### config.mk
export PLATFORM = sky130hd
export DESIGN_NAME = keypad_scan_v
export DESIGN_NICKNAME = d
export VERILOG_FILES = /design/src/rtl/micro_pkg_v.sv /design/src/rtl/sync_2ff_v.sv /design/src/rtl/keypad_scan_v.sv
export SDC_FILE = /design/constraint.sdc
export NUM_CORES = 1
export LEC_CHECK = 0
export BUFFER_PORTS_ARGS = -buffer_cell sky130_fd_sc_hd__clkbuf_2
export CAP_MARGIN = 20
export CELL_PAD_IN_SITES_DETAIL_PLACEMENT = 0
export CELL_PAD_IN_SITES_GLOBAL_PLACEMENT = 1
export CORE_UTILIZATION = 35
export DETAILED_ROUTE_END_ITERATION = 12
export PLACE_DENSITY = 0.68
export RECOVER_POWER = 50
export SLEW_MARGIN = 20
export SYNTH_ARGS = -nofsm -noshare
export SYNTH_HDL_FRONTEND = slang
export SYNTH_SLANG_ARGS = --single-unit
### constraint.sdc
create_clock -name i_clk -period 2.9 [get_ports i_clk]
set_input_delay 0.58 -clock i_clk [delete_from_list [all_inputs] [get_ports i_clk]]
set_output_delay 0.58 -clock i_clk [all_outputs]
set_load 0.05 [all_outputs]
### src/rtl/micro_pkg_v.sv
// micro_pkg_v: shared keypad dimensions, code width, scan FSM states and row priority helper
package micro_pkg_v;
  localparam int CODE_W = 4;
  localparam int ROWS = 4;
  localparam int COLS = 4;
  typedef enum logic [2:0] {S_SCAN, S_DEBOUNCE, S_EMIT, S_HOLD, S_RELEASE} kp_state_e;
  function automatic logic [1:0] lowest_low(input logic [ROWS-1:0] rows);
    lowest_low = 2'd0;
    for (int i = ROWS - 1; i >= 0; i--) if (!rows[i]) lowest_low = 2'(i);
  endfunction
endpackage

### src/rtl/sync_2ff_v.sv
// sync_2ff_v: two-flop synchronizer for active-low rows, resets to idle (all ones)
module sync_2ff_v #(
  parameter int W = 4
) (
  input  logic         i_clk,
  input  logic         i_rst_n,
  input  logic [W-1:0] i_d,
  output logic [W-1:0] o_q
);
  logic [W-1:0] s1_q, s2_q;
  always_ff @(posedge i_clk or negedge i_rst_n) begin
    if (!i_rst_n) begin
      s1_q <= '1;
      s2_q <= '1;
    end else begin
      s1_q <= i_d;
      s2_q <= s1_q;
    end
  end
  assign o_q = s2_q;
endmodule

### src/rtl/keypad_scan_v.sv
// keypad_scan_v: 4x4 column-scan keypad with press/release debounce and a single strobe per key
module keypad_scan_v
  import micro_pkg_v::*;
#(
  parameter int SETTLE_CYCLES   = 4,
  parameter int DEBOUNCE_CYCLES = 16
) (
  input  logic              i_clk,
  input  logic              i_rst_n,
  input  logic [ROWS-1:0]   i_row,
  output logic [COLS-1:0]   o_col,
  output logic              o_en,
  output logic [CODE_W-1:0] o_code
);
  localparam int SW = $clog2(SETTLE_CYCLES);
  localparam int DW = $clog2(DEBOUNCE_CYCLES);
  localparam logic [SW-1:0] SETTLE_LAST = SW'(SETTLE_CYCLES - 1);
  localparam logic [DW-1:0] DB_LAST = DW'(DEBOUNCE_CYCLES - 1);
  kp_state_e         state_q, state_d;
  logic [1:0]        col_q, col_d, row_q, row_d;
  logic [SW-1:0]     settle_q, settle_d;
  logic [DW-1:0]     cnt_q, cnt_d;
  logic              en_q, en_d;
  logic [CODE_W-1:0] code_q, code_d;
  logic [ROWS-1:0]   row_s;
  logic              key_low, any_low;
  sync_2ff_v #(.W(ROWS)) u_sync (
    .i_clk  (i_clk),
    .i_rst_n(i_rst_n),
    .i_d    (i_row),
    .o_q    (row_s)
  );
  assign key_low = !row_s[row_q];
  assign any_low = row_s != '1;
  always_comb begin
    state_d  = state_q;
    col_d    = col_q;
    row_d    = row_q;
    settle_d = settle_q;
    cnt_d    = cnt_q;
    en_d     = 1'b0;
    code_d   = code_q;
    case (state_q)
      S_SCAN: begin
        settle_d = (settle_q == SETTLE_LAST) ? '0 : settle_q + 1'b1;
        if (settle_q == SETTLE_LAST) begin
          if (any_low) begin
            row_d   = lowest_low(row_s);
            cnt_d   = '0;
            state_d = S_DEBOUNCE;
          end else col_d = col_q + 1'b1;
        end
      end
      S_DEBOUNCE: begin
        if (!key_low) begin
          state_d = S_SCAN;
          col_d   = col_q + 1'b1;
        end else if (cnt_q == DB_LAST) begin
          state_d = S_EMIT;
          en_d    = 1'b1;
          code_d  = {row_q, col_q};
        end else cnt_d = cnt_q + 1'b1;
      end
      S_EMIT: state_d = S_HOLD;
      S_HOLD: begin
        if (!key_low) begin
          cnt_d   = '0;
          state_d = S_RELEASE;
        end
      end
      S_RELEASE: begin
        if (key_low) state_d = S_HOLD;
        else if (cnt_q == DB_LAST) begin
          state_d = S_SCAN;
          col_d   = col_q + 1'b1;
        end else cnt_d = cnt_q + 1'b1;
      end
      default: state_d = S_SCAN;
    endcase
  end
  always_ff @(posedge i_clk or negedge i_rst_n) begin
    if (!i_rst_n) begin
      state_q  <= S_SCAN;
      col_q    <= '0;
      row_q    <= '0;
      settle_q <= '0;
      cnt_q    <= '0;
      en_q     <= 1'b0;
      code_q   <= '0;
    end else begin
      state_q  <= state_d;
      col_q    <= col_d;
      row_q    <= row_d;
      settle_q <= settle_d;
      cnt_q    <= cnt_d;
      en_q     <= en_d;
      code_q   <= code_d;
    end
  end
  assign o_col  = ~(COLS'(1) << col_q);
  assign o_en   = en_q;
  assign o_code = code_q;
endmodule

== Word-level counts from Yosys, hierarchy flattened ==
Cells that the tools add are included.
Cells by class
  mux-type cells: 31
  $lt $le $gt $ge: 1
  equal/unequal tests: 17
  shift-type cells: 1
  reduce and logical (&&, ||, !) cells: 8
  bitwise gates (word level): 2
  $add $sub $neg: 3
Operators by type and width (number)
  $mux 4: 6
  $mux 3: 7
  $mux 2: 10
  $ne 2x2->1 const B: 8
  $pmux 4 s4: 1
  $pmux 3 s5: 1
  $reduce_and 6->1: 2
  $eq 3x2->1 const B: 2
  $ne 3x3->1 const B: 2
  $pmux 2 s3: 1
  $reduce_and 3->1: 2
  $reduce_and 5->1: 1
  $add 2x1->2 const B: 2
  $add 4x1->4 const B: 1
  $eq 4x4->1 const B: 1
  $mux 1: 4
  $ne 4x4->1 const B: 1
  $not 4->4: 1
  $reduce_bool 4->1: 1
  $shl 1x2->4 const A: 1
  $eq 3x1->1 const B: 1
  $eq 3x3->1 const B: 1
  $logic_not 3->1: 1
  $lt 2x3->1 const B: 1
  other kinds (4): 4
Storage, ports and cells
  bits in registers: 26
  logic and storage cells: 72
  input port bits: 6
  output and inout bits: 9

== Logic depth before layout (Yosys ltp) ==
Gate-level depths: netlist of the first run.
  depth after elaboration: 4
  gate-level depth with buffers: 6
  mapped depth without buffers: 6

== By module ==
From an unflattened synthesis of the first run, not the netlist that was laid out.
Second synthesis, totals
  cell total of the unflattened synthesis: 109
  area, all modules: 1265.0 um^2
Modules (own cells, without submodules)
  keypad_scan_v: instances 1, seq. area each 450.4 um^2, area each 1054.8 um^2, cells an instance 101
  sync_2ff_v: instances 1, seq. area each 210.2 um^2, area each 210.2 um^2, cells an instance 8

== Least setup slack after synthesis of the first run ==
OpenSTA, ideal clock, no wires.
  kind: flip-flop to flip-flop
  start: register row_q[0]
  end: register code_q[0] (netlist: o_code[0])
  buffers on the path: 0
  library setup time: 0.125 ns
  period minus slack after synthesis: 1.704 ns
  slack: 1.196 ns
  arrival: 1.580 ns
  cell stages (with the launch flop): 4
  required time: 2.775 ns
  cell sequence: dfrtp_1 -> mux4_2 -> nor3_4 -> mux2_2
Between the ends
  longest elaborated chain between the ends: 4
RTL lines
  start: declaration: line keypad_scan_v.sv:20  | logic [1:0] col_q, col_d, row_q, row_d;
  start signal: assignment: line keypad_scan_v.sv:93  | row_q <= row_d;
  $bmux 1 s2: line keypad_scan_v.sv:33  | assign key_low = !row_s[row_q];
  $mux 1 (not written as such): line keypad_scan_v.sv:33
  $not 1->1 (no source line)
  $reduce_and 3->1 (no source line)
  end signal: assignment: line keypad_scan_v.sv:97  | code_q <= code_d;
  end: declaration: line keypad_scan_v.sv:24  | logic [CODE_W-1:0] code_q, code_d;
Every way passes these cells. The select of a mux whose other input is x is not followed.
A chain may end at the register's enable or synchronous reset.

== Final worst setup path of the first run ==
  start: register col_q[0]
  end: output o_col[2]
Between the ends
  longest elaborated chain between the ends: 2
RTL lines
  start: declaration: line keypad_scan_v.sv:20
  start signal: assignment: line keypad_scan_v.sv:92  | col_q <= col_d;
  $shl 1x2->4: line keypad_scan_v.sv:100  | assign o_col = ~(COLS'(1) << col_q);
  $not 4->4: line keypad_scan_v.sv:100
  end: declaration: line keypad_scan_v.sv:11  | output logic [COLS-1:0] o_col,
Every way passes these cells.

==> results.yml, run 1 <==
detailed_routing:
  vias: 832
  drt_iter0_drc: 5
  routed_wirelength_um: 2040
  drc: 0
  vias_per_cell: 4.98
  wl_per_cell_um: 12.2
  drt-pass1-iter-count: 4
  postRouteAntennaNets: 0
grt:
  antenna_found_initial: 0
  grt_overflow: 0
  grt_pass1_vias: 714
  grt_pass1_wl_um: 3300
  grt_max_degree: 27
  grtUsageTotal_pct: 12.6
clock_tree:
  clockRootBuffer: "clkbuf_4"
  cts_inserted_buffers: 3
  htreeDepth: 1
  cts_resized: 0
  cts_setup_buffers: 0
  clock_sinks: 26
  clk_latency_ns: 0.32
  cts_tree: "yes"
  hold_buffers: 0
  clkTransAtPathRegs_ns: 0.14
  clockBufferDepth: 2
synthesis:
  netlist_area_um2: 1230
  ys_seq_area_share_pct: 53.6
  syn_inst: 105
  yosys.area_share.adder_pct: 6.09
  synth_compound_area_share_pct: 11.5
  synth_cell_types: 33
  ys_ff_latch: 26
  synth_top_family_by_area: "simple AND/OR/NAND/NOR gates"
  syn_area_per_cell_um2: 11.7
  muxShareOfSynthArea_pct: 10.8
  yosysTopAreaCell: "dfrtp_1"
  synth_edf_count: 0
  synth_top_flop_cell: "dfrtp_1"
  syn_nets: 117
  yosysWarnings: 0
  ys_top_cells_by_area: "dfrtp_1, dfstp_2, mux2_2"
  synth_top_area_share_pct: 36.5
  synth-xor-area-share_pct: 0.711
  synth-simple-area-share_pct: 13.9
  async_flop_share_pct: 100
floorplan:
  die_area_um2: 3760
  coreArea_um2: 3360
  initial_core_util_pct: 36.6
  fp-row-count: 21
  die_w_um: 61.3
  die_y_um: 61.3
  io_pins: 15
sta:
  slew_violations: 0
  fin_crit_sh_pct: 66.7
  relSlewSlack_pct: 11.0
  period_needed_ns: 1.93
  setup_viol: 0
  rsz0062_at_grt: "no"
  fin_skew_ns: 0.00190
  tns_ns: 0
  finalHoldViolCount: 0
  tightest_slew_ns: 1.34
  max_freq_mhz: 517
run:
  cap_viol_max_count: 0
worst_setup_path:
  crit_slowest_cell: "dfrtp_1"
  path_max_fanout: 4
  timing.rr.start: "row_q[0]"
  crit_path_frequent_cell: "inv_1"
  cp-start-kind: "register"
  cp_num_buf_inv: 3
  cpPeakStageDelay_ns: 0.42
  r2r_cells: 3
  crit_type: "register to output port"
  worst_setup_path_end_kind: "output port"
  worstPathCellList: "inv_1, ha_1, inv_1, clkbuf_2"
  arrival_ns: 1.35
  r2r_end: "o_code[3]"
  crit_family: "flip-flops"
  reg2reg_slack_ns: 1.00
  crit_required_ns: 2.32
finish:
  utilization_pct: 41.6
  drive_above_1_share_pct: 32.2
  syn_to_final_growth_pct: 13.5
  layout.cells.non_filler: 167
  antenna_cells: 0
  final_common_cell: "dfrtp_1"
  nets: 134
  mostFrequentLayoutCells: "dfrtp_1, clkbuf_2, a21oi_1"
placed_design:
  place_hpwl_um: 1550
  placed_cells: 163
  numPortBuffers: 14
  place_congestion: 0.735
hold_path:
  whs_path_depth: 1
  hp-class: "input port to register"
  hold_start: "i_row[0]"
  hold_end: "u_sync.s1_q[0]"
pwr:
  peakVddDrop_v: 0.000517
  power_density_nw_per_um2: 876
  leakagePower_nw: 0.636
outcome:
  outcome: "finished clean"
==> final cells by class <==
cell class                      instances  area (um2)
Inverter                                8        30.0
Clock buffer                            3        22.5
Multi-Input combinational cell         69         529
Tap cell                               46        57.6
Clock inverter                          1        30.0
Timing Repair Buffer                   14        68.8
Fill cell                             357        1960
Sequential cell                        26         661
==> worst reg2reg max path: stages (launching register included) <==
cell and delay [ns]:
dfrtp_1 0.43, mux4_2 0.69, nor3_4 0.32, mux2_2 0.36
==> worst max path at each step <==
| stage | startpoint | to | slack (ns) | cells after the start |
|---|---|---|---|---|
| 2_1_floorplan | row_q[0] | o_code[0] | 1.20 | 3 |
| 3_3_place_gp | row_q[0] | o_code[3] | 1.03 | 3 |
| 3_5_place_dp | row_q[0] | o_code[2] | 1.0 | 3 |
| 4_1_cts | col_q[0] | o_col[2] | 0.93 | 4 |
| 5_1_grt | col_q[0] | o_col[2] | 0.87 | 4 |
| 6_report | col_q[0] | o_col[2] | 0.97 | 4 |
==> power breakdown <==
part	leakage (nW)	switching, W	total (W)	internal [W]
clock network	0.0279	0.000107	0.000246	0.000140
registers	0.321	0.0000663	0.000499	0.000433
logic	0.287	0.000298	0.000481	0.000182
==> kinds of logic after synthesis <==
kind of cell / Yosys count
buf+inv: 10
fa+ha+maj: 6
xor+xnor: 1
simple gates: 29
compound gates: 22
mux: 11
flops: 26
==> synthesized netlist by cell type (all sizes together) (2+ instances only) <==
cell type  number
a21oi          10
and3            2
buf             2
dfrtp          18
dfstp           8
ha              6
inv             8
mux2            8
mux2i           2
nand2           3
nand2b          2
nand3           2
nor2            8
nor3            4
nor3b           2
o21ai           2
o22ai           6
or3b            2
==> registers in the layout, summed over array words and instances (netlist names) <==
register     flops
u_sync.s1_q      4
col_q            2
cnt_q            4
row_q            2
o_en             1
u_sync.o_q       4
o_code           4
settle_q         2
state_q          3
==> metrics by stage <==
| step | hold slack, ns | area [um2] | power (W) | setup slack (ns) |
|---|---|---|---|---|
| after CTS | 0.258 | 1400 | 0.00124 | 0.932 |
| after detailed placement | 0.347 | 1350 | 0.000994 | 0.997 |
| final | 0.319 | 1400 | 0.00123 | 0.966 |
| after global placement | 0.346 | 1350 | 0.000985 | 1.03 |
| after floorplan | 0.284 | 1230 | 0.000898 | 1.20 |
| after global routing | 0.280 | 1400 | 0.00132 | 0.865 |
==> metal layers <==
metal | wire length, um | track usage, %
met2 | 989 | 19.1
met3 | 90 | 2.94
met5 | 0 | 0
met4 | 55 | 7.62
met1 | 908 | 16.3
No activity file was read; power rests on OpenSTA's default activity.
==> run 2: changes to the inputs <==
- clock period: 2.9 -> 1.8 ns (I/O delays scaled with it)
==> run 2 against run 1 <==
- sequential power rose by 61%
- clock power rose by 63%
- final cell count rose by 6.6%
- critical path depth rose by 1
- global-route usage rose by 0.80 points
- total power rose by 74%
- via count rose by 5.5%
- sequential share of layout area fell by 3.7 points
- non-clock buffer count rose by 11
- hold slack got worse by 0.23 ns
- clock skew rose by 0.0086 ns
==> results.yml, run 2 (synthesis results as in run 1) <==
clock_tree:
  clockBufferDepth: 2
  htreeDepth: 1
  cts_tree: "yes"
  hold_buffers: 0
  clk_latency_ns: 0.32
  clock_sinks: 26
  clockRootBuffer: "clkbuf_4"
  cts_inserted_buffers: 3
  clkTransAtPathRegs_ns: 0.15
sta:
  setup_viol: 0
  tightest_slew_ns: 1.31
  max_freq_mhz: 566
  finalHoldViolCount: 0
  fin_crit_sh_pct: 98.2
  period_needed_ns: 1.77
  fin_skew_ns: 0.0105
  fin_ws_ns: 0.0326
  slew_violations: 0
  hold-worst-slack_ns: 0.0939
  relSlewSlack_pct: 12.6
  rsz0062_at_grt: "yes"
placed_design:
  place_ws_ns: 0.0114
  place_congestion: 0.811
  place_hpwl_um: 1580
  numPortBuffers: 14
  placed_cells: 172
detailed_routing:
  vias_per_cell: 4.93
  vias: 878
  wl_per_cell_um: 12.1
  drc: 0
  routed_wirelength_um: 2160
  postRouteAntennaNets: 0
  drt-pass1-iter-count: 4
  drt_iter0_drc: 28
finish:
  syn_to_final_growth_pct: 23.4
  n_fill_cell: 341
  drive_above_1_share_pct: 40.9
  seqCellArea_um2: 662
  mostFrequentLayoutCells: "dfrtp_1, clkbuf_2, buf_4"
  layout.cells.non_filler: 178
  final_common_cell: "dfrtp_1"
  nets: 145
  utilization_pct: 45.2
  antenna_cells: 0
  multi_input_area_um2: 558
floorplan:
  initial_core_util_pct: 36.6
  fp-row-count: 21
  die_w_um: 61.3
  coreArea_um2: 3360
  die_y_um: 61.3
  die_area_um2: 3760
  io_pins: 15
grt:
  grt_overflow: 0
  grt_pass1_vias: 851
  grt_max_degree: 27
  grt_pass1_wl_um: 3660
  grtUsageTotal_pct: 13.4
  antenna_found_initial: 0
worst_setup_path:
  r2r_end: "cnt_q[2]"
  arrival_ns: 2.02
  reg2reg_slack_ns: 0.03
  cp-start-kind: "register"
  crit_required_ns: 2.05
  crit_type: "register to register"
  r2r_cells: 5
  path_max_fanout: 6
  worst_setup_path_end_kind: "register"
  timing.rr.start: "row_q[0]"
pwr:
  peakVddDrop_v: 0.000678
  report.power.total_w: 0.00213
  leakagePower_nw: 0.699
  power_density_nw_per_um2: 1400
hold_path:
  hp-class: "input port to register"
  hold_start: "i_row[0]"
  hold_end: "u_sync.s1_q[0]"
  whs_path_depth: 1
run:
  cap_viol_max_count: 0
outcome:
  outcome: "finished clean"
-- run 2: metrics by stage --
stage	cell area [um2]	TNS (ns)
final	1520	0
after global placement	1420	0
after detailed placement	1420	0
after floorplan	1230	0
after global routing	1520	-0.151
after CTS	1480	0
-- run 2: area by class of cell --
class / instances / area share (%)
Inverter: 8 / 1.98
Multi-Input combinational cell: 69 / 36.7
Sequential cell: 26 / 43.5
Clock buffer: 3 / 1.48
Clock inverter: 1 / 1.98
Tap cell: 46 / 3.79
Timing Repair Buffer: 25 / 10.5
-- run 2: repair_timing --
| action | in CTS | in global routing |
|---|---|---|
| gates cloned | 0 | 0 |
| pin swaps | 0 | 1 |
| gates resized for setup | 1 | 14 |
| setup endpoints to repair | 1 | 9 |
| buffers inserted | 0 | 2 |
-- run 2: worst max path at each step --
stage          startpoint   endpoint  slack [ns]  cells after the start
6_report         row_q[0]   cnt_q[2]        0.03                      5
5_1_grt          row_q[0]   cnt_q[2]       -0.07                      5
4_1_cts          row_q[0]   cnt_q[2]        0.01                      5
3_5_place_dp     row_q[0]   cnt_q[2]        0.01                      5
3_3_place_gp     row_q[0]   cnt_q[2]        0.02                      5
2_1_floorplan    row_q[0]  o_code[0]         0.1                      3
-- run 2: power by group --
| part | switching (W) | internal [W] | total, W |
|---|---|---|---|
| sequential | 0.000103 | 0.000699 | 0.000802 |
| clock | 0.000175 | 0.000225 | 0.000401 |
| combinational | 0.000525 | 0.000402 | 0.000927 |
-- run 2: worst max-delay path: stages, from the launching register on --
cell and delay (ns):
dfrtp_1 0.40, mux4_2 0.60, buf_6 0.17, a211oi_4 0.27, o22ai_1 0.11, a21oi_1 0.15
-- run 2: routing by layer --
metal  track usage, %  wire, um  vias to the layer above
li1                 -         -                      426
met1             18.1      1030                      432
met2             21.6      1030                       18
met3             2.52        87                        2
met4             4.76        14                        0
met5                0         0                        -
